**src/rtl/ascii_num_pkg.sv**
```systemverilog
// ascii_num_pkg
//   Shared constants for the ASCII decimal number decoder:
//   - FSM state encoding (IDLE / ACCUM / DISCARD)
//   - err_code values reported on the error strobe
//   - ASCII characters the decoder recognises
//   - character class codes produced by ascii_char_class
package ascii_num_pkg;

    // FSM states
    typedef logic [1:0] state_t;
    localparam logic [1:0] ST_IDLE    = 2'd0;
    localparam logic [1:0] ST_ACCUM   = 2'd1;
    localparam logic [1:0] ST_DISCARD = 2'd2;

    // err_code values
    localparam logic [1:0] ERR_NONE     = 2'd0;
    localparam logic [1:0] ERR_BAD_CHAR = 2'd1;
    localparam logic [1:0] ERR_OVERFLOW = 2'd2;
    localparam logic [1:0] ERR_LINE     = 2'd3;

    // ASCII characters
    localparam logic [7:0] ASCII_0     = 8'h30;
    localparam logic [7:0] ASCII_9     = 8'h39;
    localparam logic [7:0] ASCII_MINUS = 8'h2D;
    localparam logic [7:0] ASCII_CR    = 8'h0D;
    localparam logic [7:0] ASCII_LF    = 8'h0A;

    // Character classes
    localparam logic [1:0] CLS_OTHER = 2'd0;
    localparam logic [1:0] CLS_DIGIT = 2'd1;
    localparam logic [1:0] CLS_TERM  = 2'd2;
    localparam logic [1:0] CLS_MINUS = 2'd3;

endpackage

```
**src/rtl/ascii_char_class.sv**
```systemverilog
// ascii_char_class
//   Purely combinational byte classifier.
//   Parameters:
//     TERM_CHAR  - byte treated as the line terminator
//   Ports:
//     rx_data    in   8  byte to classify
//     char_class out  2  CLS_DIGIT / CLS_TERM / CLS_MINUS / CLS_OTHER
//     digit_val  out  4  binary value of the digit (meaningful for CLS_DIGIT)
module ascii_char_class
    import ascii_num_pkg::*;
#(
    parameter logic [7:0] TERM_CHAR = 8'h0D
) (
    input  logic [7:0] rx_data,
    output logic [1:0] char_class,
    output logic [3:0] digit_val
);

    always_comb begin
        char_class = CLS_OTHER;
        // '0'..'9' are 0x30..0x39, so the low nibble is already the digit value
        digit_val  = rx_data[3:0];
        // The terminator is checked first so a custom TERM_CHAR always wins
        if (rx_data == TERM_CHAR) begin
            char_class = CLS_TERM;
        end else if ((rx_data >= ASCII_0) && (rx_data <= ASCII_9)) begin
            char_class = CLS_DIGIT;
        end else if (rx_data == ASCII_MINUS) begin
            char_class = CLS_MINUS;
        end
    end

endmodule

```
**src/rtl/ascii_num_decoder.sv**
```systemverilog
// ascii_num_decoder
//   Accumulates a multi-digit ASCII decimal number from the uart_rx byte
//   stream and emits the binary value on a terminator character.
//   Optional feature macro: ASCII_NUM_SIGN_EN (leading '-' accepted,
//   two's-complement result). Without it '-' is a bad character.
//   Parameters:
//     VALUE_W     - result width
//     MAX_DIGITS  - maximum digits per number
//     TERM_CHAR   - line terminator byte
//   Ports:
//     clk          in   1                       system clock
//     rst_n        in   1                       synchronous active-low reset
//     rx_data      in   8                       received byte
//     rx_valid     in   1                       rx_data strobe
//     rx_err       in   1                       line error strobe (wins over rx_valid)
//     value        out  VALUE_W                 last completed number
//     value_valid  out  1                       one-cycle pulse when value updates
//     err_code     out  2                       0 none, 1 bad char, 2 overflow, 3 line error
//     err_valid    out  1                       one-cycle pulse when err_code updates
//     digit_count  out  $clog2(MAX_DIGITS+1)    digits accepted in the current number
//     busy         out  1                       high in ACCUM or DISCARD
module ascii_num_decoder
    import ascii_num_pkg::*;
#(
    parameter int         VALUE_W    = 16,
    parameter int         MAX_DIGITS = 5,
    parameter logic [7:0] TERM_CHAR  = 8'h0D
) (
    input  logic                              clk,
    input  logic                              rst_n,
    input  logic [7:0]                        rx_data,
    input  logic                              rx_valid,
    input  logic                              rx_err,
    output logic [VALUE_W-1:0]                value,
    output logic                              value_valid,
    output logic [1:0]                        err_code,
    output logic                              err_valid,
    output logic [$clog2(MAX_DIGITS+1)-1:0]   digit_count,
    output logic                              busy
);

    localparam int ACC_W = VALUE_W + 4;
    localparam int CNT_W = $clog2(MAX_DIGITS + 1);

`ifdef ASCII_NUM_SIGN_EN
    localparam logic [ACC_W-1:0] LIM_POS = {5'b00000, {(VALUE_W-1){1'b1}}};
    localparam logic [ACC_W-1:0] LIM_NEG = {4'b0000, 1'b1, {(VALUE_W-1){1'b0}}};

    function automatic logic over_limit(input logic [ACC_W-1:0] a, input logic n);
        over_limit = n ? (a > LIM_NEG) : (a > LIM_POS);
    endfunction

    // Magnitude to two's complement; -2^(VALUE_W-1) maps onto itself
    function automatic logic [VALUE_W-1:0] to_value(input logic [VALUE_W-1:0] mag,
                                                    input logic n);
        logic signed [VALUE_W-1:0] s;
        s = signed'(mag);
        to_value = n ? unsigned'(-s) : unsigned'(s);
    endfunction
`else
    localparam logic [ACC_W-1:0] LIM_U = {4'b0000, {VALUE_W{1'b1}}};

    function automatic logic over_limit(input logic [ACC_W-1:0] a);
        over_limit = (a > LIM_U);
    endfunction
`endif

    logic [1:0]         char_class;
    logic [3:0]         digit_val;
    state_t             state;
    logic [ACC_W-1:0]   acc;
    logic [ACC_W-1:0]   acc_next;
    logic [CNT_W-1:0]   cnt;
    logic [VALUE_W-1:0] value_p1;
    logic               vld_p1;
    logic [1:0]         err_code_p1;
    logic               err_vld_p1;
`ifdef ASCII_NUM_SIGN_EN
    logic               neg;
`endif

    ascii_char_class #(
        .TERM_CHAR (TERM_CHAR)
    ) u_class (
        .rx_data    (rx_data),
        .char_class (char_class),
        .digit_val  (digit_val)
    );

    // Candidate before commit; ACC_W bits guarantee acc*10+9 cannot wrap
    assign acc_next = acc * ACC_W'(10) + ACC_W'(digit_val);

    // ---- stage p0 -> p1: byte decision and registered outputs ----
    always_ff @(posedge clk) begin
        if (!rst_n) begin
            state       <= ST_IDLE;
            acc         <= '0;
            cnt         <= '0;
            value_p1    <= '0;
            vld_p1      <= 1'b0;
            err_code_p1 <= ERR_NONE;
            err_vld_p1  <= 1'b0;
`ifdef ASCII_NUM_SIGN_EN
            neg         <= 1'b0;
`endif
        end else begin
            vld_p1     <= 1'b0;
            err_vld_p1 <= 1'b0;
            if (rx_err) begin
                // Line error drops any coincident byte
                err_code_p1 <= ERR_LINE;
                err_vld_p1  <= 1'b1;
                state       <= ST_DISCARD;
            end else if (rx_valid) begin
                case (state)
                    ST_IDLE: begin
                        case (char_class)
                            CLS_DIGIT: begin
                                acc   <= ACC_W'(digit_val);
                                cnt   <= CNT_W'(1);
                                state <= ST_ACCUM;
`ifdef ASCII_NUM_SIGN_EN
                                neg   <= 1'b0;
`endif
                            end
                            CLS_TERM: begin
                                // empty line, nothing to report
                            end
`ifdef ASCII_NUM_SIGN_EN
                            CLS_MINUS: begin
                                neg   <= 1'b1;
                                acc   <= '0;
                                cnt   <= '0;
                                state <= ST_ACCUM;
                            end
`endif
                            default: begin
                                err_code_p1 <= ERR_BAD_CHAR;
                                err_vld_p1  <= 1'b1;
                                state       <= ST_DISCARD;
                            end
                        endcase
                    end
                    ST_ACCUM: begin
                        case (char_class)
                            CLS_DIGIT: begin
`ifdef ASCII_NUM_SIGN_EN
                                if ((cnt == CNT_W'(MAX_DIGITS)) || over_limit(acc_next, neg)) begin
`else
                                if ((cnt == CNT_W'(MAX_DIGITS)) || over_limit(acc_next)) begin
`endif
                                    err_code_p1 <= ERR_OVERFLOW;
                                    err_vld_p1  <= 1'b1;
                                    state       <= ST_DISCARD;
                                end else begin
                                    acc <= acc_next;
                                    cnt <= cnt + CNT_W'(1);
                                end
                            end
                            CLS_TERM: begin
                                state <= ST_IDLE;
                                cnt   <= '0;
`ifdef ASCII_NUM_SIGN_EN
                                // A lone '-' is not a number; the terminator still ends the line
                                if (cnt == '0) begin
                                    err_code_p1 <= ERR_BAD_CHAR;
                                    err_vld_p1  <= 1'b1;
                                end else begin
                                    value_p1 <= to_value(acc[VALUE_W-1:0], neg);
                                    vld_p1   <= 1'b1;
                                end
`else
                                value_p1 <= acc[VALUE_W-1:0];
                                vld_p1   <= 1'b1;
`endif
                            end
                            default: begin
                                err_code_p1 <= ERR_BAD_CHAR;
                                err_vld_p1  <= 1'b1;
                                state       <= ST_DISCARD;
                            end
                        endcase
                    end
                    ST_DISCARD: begin
                        if (char_class == CLS_TERM) begin
                            state <= ST_IDLE;
                            cnt   <= '0;
                        end
                    end
                    default: begin
                        state <= ST_IDLE;
                        cnt   <= '0;
                    end
                endcase
            end
        end
    end

    assign value       = value_p1;
    assign value_valid = vld_p1;
    assign err_code    = err_code_p1;
    assign err_valid   = err_vld_p1;
    assign digit_count = cnt;
    assign busy        = (state != ST_IDLE);

endmodule
```
**config.mk**
```make
export PLATFORM = sky130hd
export DESIGN_NAME = ascii_num_decoder
export DESIGN_NICKNAME = d
export VERILOG_FILES = /design/src/rtl/ascii_num_pkg.sv /design/src/rtl/ascii_char_class.sv /design/src/rtl/ascii_num_decoder.sv
export SDC_FILE = /design/constraint.sdc
export NUM_CORES = 1
export LEC_CHECK = 0
export CAP_MARGIN = 40
export CORE_ASPECT_RATIO = 1.25
export CORE_UTILIZATION = 45
export CTS_CLUSTER_DIAMETER = 120
export DETAILED_ROUTE_END_ITERATION = 10
export GPL_TIMING_DRIVEN = 1
export PLACE_DENSITY = 0.65
export SYNTH_ARGS = -nofsm -noshare
export SYNTH_HDL_FRONTEND = slang
export SYNTH_SLANG_ARGS = --single-unit
```
**constraint.sdc**
```tcl
create_clock -name clk -period 5.31 [get_ports clk]
set_input_delay 1.593 -clock clk [delete_from_list [all_inputs] [get_ports clk]]
set_output_delay 1.593 -clock clk [all_outputs]
set_load 0.05 [all_outputs]
```
==> impl_results.md <==
* Status: completed
* Switching pwr at 143.1 uW
* Comb pwr share at 0.081
* Hold Violations, Final at 0
* CP Capture Type: register
* Post-synthesis net count at 448
* P per Cell Area at 159.7 mW/mm2
* Largest cells by area after synthesis: dfxtp_1 26%, ha_1 14%, nand2_1 9.1%, mux2i_1 5.1%, xnor2_1 4.5%
* Reg power frac at 0.546
* TritonCTS clock tree: done
* Critical path class: in -> reg
* Routed length per instance at 14.08 um
* Yosys cell types at 58
* Drt drc at 0
* Layout area overhead at 15.28%
* Critical path's most frequent cell: a21oi_1
* HP Class: reg -> reg
* Via count at 2866
* Die W at 78.97 um
* Required @ worst endpoint at 5.49 ns
* CP max stage delay at 0.48 ns
* First-pass GRT wire length at 12.12 mm
* RSZ-0062 raised after global routing: false
* Nets at 477
* Synth top area share at 0.2644
* Detail Placement HPWL at 5.496 mm
* CTS Buf Count at 5
* Warnings from Yosys at 0
* CP Depth at 13
* Reg2Reg Setup Slack at 0.87 ns
* FP Rows at 34
* Switching fraction of total power at 0.2333
* Layout cells sized above 1 at 0.05176
* Max Freq at 202.8 MHz
* ANT cells at 0
* Post-Syn Area at 0.003332 mm2
* CTS root buf: clkbuf_8
* Reg2reg path depth at 15
* Grt ovf at 0
* Clk_lat worst skew at 0.29 ns
* CP top delay family: simple AND/OR/NAND/NOR gates
* Setup Buffers After CTS at 0
* Ys flop type: dfxtp_1
* First-pass iteration count of the detailed router at 4
* PostCTS Resize Cnt at 0
* Critical-path cell list: clkdlybuf4s50_1, ha_1, a21oi_1, nor4_1, and4_1, nor4b_1, nand3b_1, xnor2_1, a21oi_1, nand2_2, a211o_1, buf_4, mux2i_1
* WHS Path Cells at 2
* Largest net degree at the start of global routing at 50
* Hold bufs inserted after CTS at 0
* Clock transition at the registers of the reported paths at 0.08 ns
* Routed Wire Length at 7.252 mm
* Placement Cell Area at 0.003745 mm2
* Via density at 5.565
* Syn_area_per_cell at 8.414 um2
* Number of port buffers at 35
* Cells after DPL at 508
* Synth top cells by count: 81 x nand2_1, 44 x dfxtp_1, 38 x ha_1
* Max-Cap Viols at 0
* Post-Syn Instances at 396
* Worst vdd ir at 0.0001036 V
* GP Congestion at 0.8794
* Most frequent cell after synthesis: nand2_1
* Clock H-tree levels at 2
* Total die area at 0.007755 mm2
* WP data arrival at 5.11 ns
* Clock Skew at 0.003055 ns
* Buf+Inv Stages, Crit Path at 2
* Slew Limit Fails at 0
* Die Height at 98.21 um
* Slew HR at 0.5402
* Final std cells w/o fill at 515
* Initial core utilization at 0.4718
* Total GRT Usage at 0.1915
* Setup_tns at 0 ns
* Post-route ant nets at 0
* Fin area at 0.003841 mm2
* Number of synthesized flops with an enable pin at 0
* Startpoint types: input port
* Worst slew pin tran at 0.6878 ns
* Async SR Flop Fraction at 0
* Hold WS at 0.4652 ns
* Maximum buffer depth of the clock tree at 2
* IO Pins at 36
* CP max-delay cell: clkdlybuf4s50_1
* Core Area at 0.007062 mm2
* Sink Count at 44
* Cell-internal power at 470.2 uW
* Post-route minimum period at 4.931 ns
* Initial DRC count at 99
* CP max FO at 16
* Total power at 613.4 uW
* Fin crit share at 0.9286
* Number of synthesized register bits at 44
* Leading area contributor after synthesis: dfxtp_1
* Sequential-to-total area share from yosys stat at 0.2644
* Clk pwr share at 0.373
* Initial antenna violation count at 0
* Setup violations, final at 0
* P_leak at 0.001731 uW
* Vias in the first global route at 2589
==> tightest hold or removal path, stage by stage (launching register included) <==
cell      delay, ns
dfxtp_1        0.31
nand2_1        0.05
a21boi_0       0.06
==> layer usage <==
layer | track usage | vias to the layer above | wire length [um]
met5 | 0 | - | 0
met4 | 0.05455 | 0 | 88
met3 | 0.02523 | 8 | 235
met2 | 0.3123 | 61 | 3308
met1 | 0.2616 | 1320 | 3619
li1 | - | 1477 | -
==> flip-flops by register name, summed over array words and instances (netlist names) <==
register	flops
acc	19
digit_count	3
err_code	2
err_valid	1
state	2
value	16
value_valid	1
==> cell usage in the layout, fill, tap and decap left out, types with 9 or more instances in the layout <==
cell type	synthesis	routed
nand2_1	81	81
a21boi_0	17	17
and3_1	9	9
xnor2_1	17	17
mux2i_1	17	17
ha_1	38	38
a21oi_1	15	15
nor2_1	13	13
inv_1	10	10
o21ai_0	12	12
clkdlybuf4s50_1	0	35
dfxtp_1	44	44
==> per-stage QoR <==
step	setup WS [ns]	utilization
floorplan	0.9073	-
global route	0.08061	0.5439
global placement	0.2363	0.5303
CTS	0.4111	0.5439
finish	0.3793	0.5439
detailed placement	0.1001	0.5303
==> logic make-up after synthesis <==
| group | share of synthesized area |
|---|---|
| AND/OR/NAND/NOR | 0.2129 |
| AO/OA/AOI/OAI | 0.2047 |
| flip-flops | 0.2644 |
| adder cells (fa/ha/maj) | 0.1547 |
| buffers and inverters | 0.03530 |
| XOR/XNOR | 0.06572 |
| multiplexers | 0.06233 |
==> final timing paths <==
kind / start / to
max: rx_data[3] / acc[6]
min: value[4] / value[4]
max reg2reg: acc[1] / acc[6]
min reg2reg: value[4] / value[4]
==> power groups by stage <==
| stage | Clock (uW) | Combinational, uW | Sequential [uW] |
|---|---|---|---|
| 6_report | 229 | 49.7 | 335 |
| 5_1_grt | 245 | 53.8 | 335 |
| 4_1_cts | 234 | 49.8 | 335 |
| 3_5_place_dp | 0 | 49.5 | 343 |
| 3_3_place_gp | 0 | 49.0 | 343 |
| 2_1_floorplan | 0 | 23.3 | 348 |
==> final cells by class <==
cell class,instances,area [um2]
Clock buffer,7,96.34
Timing Repair Buffer,39,380.4
Sequential cell,44,880.8
Inverter,10,37.54
Fill cell,671,3221
Tap cell,90,112.6
Multi-Input combinational cell,325,2333
No activity file was read; power rests on OpenSTA's default activity.
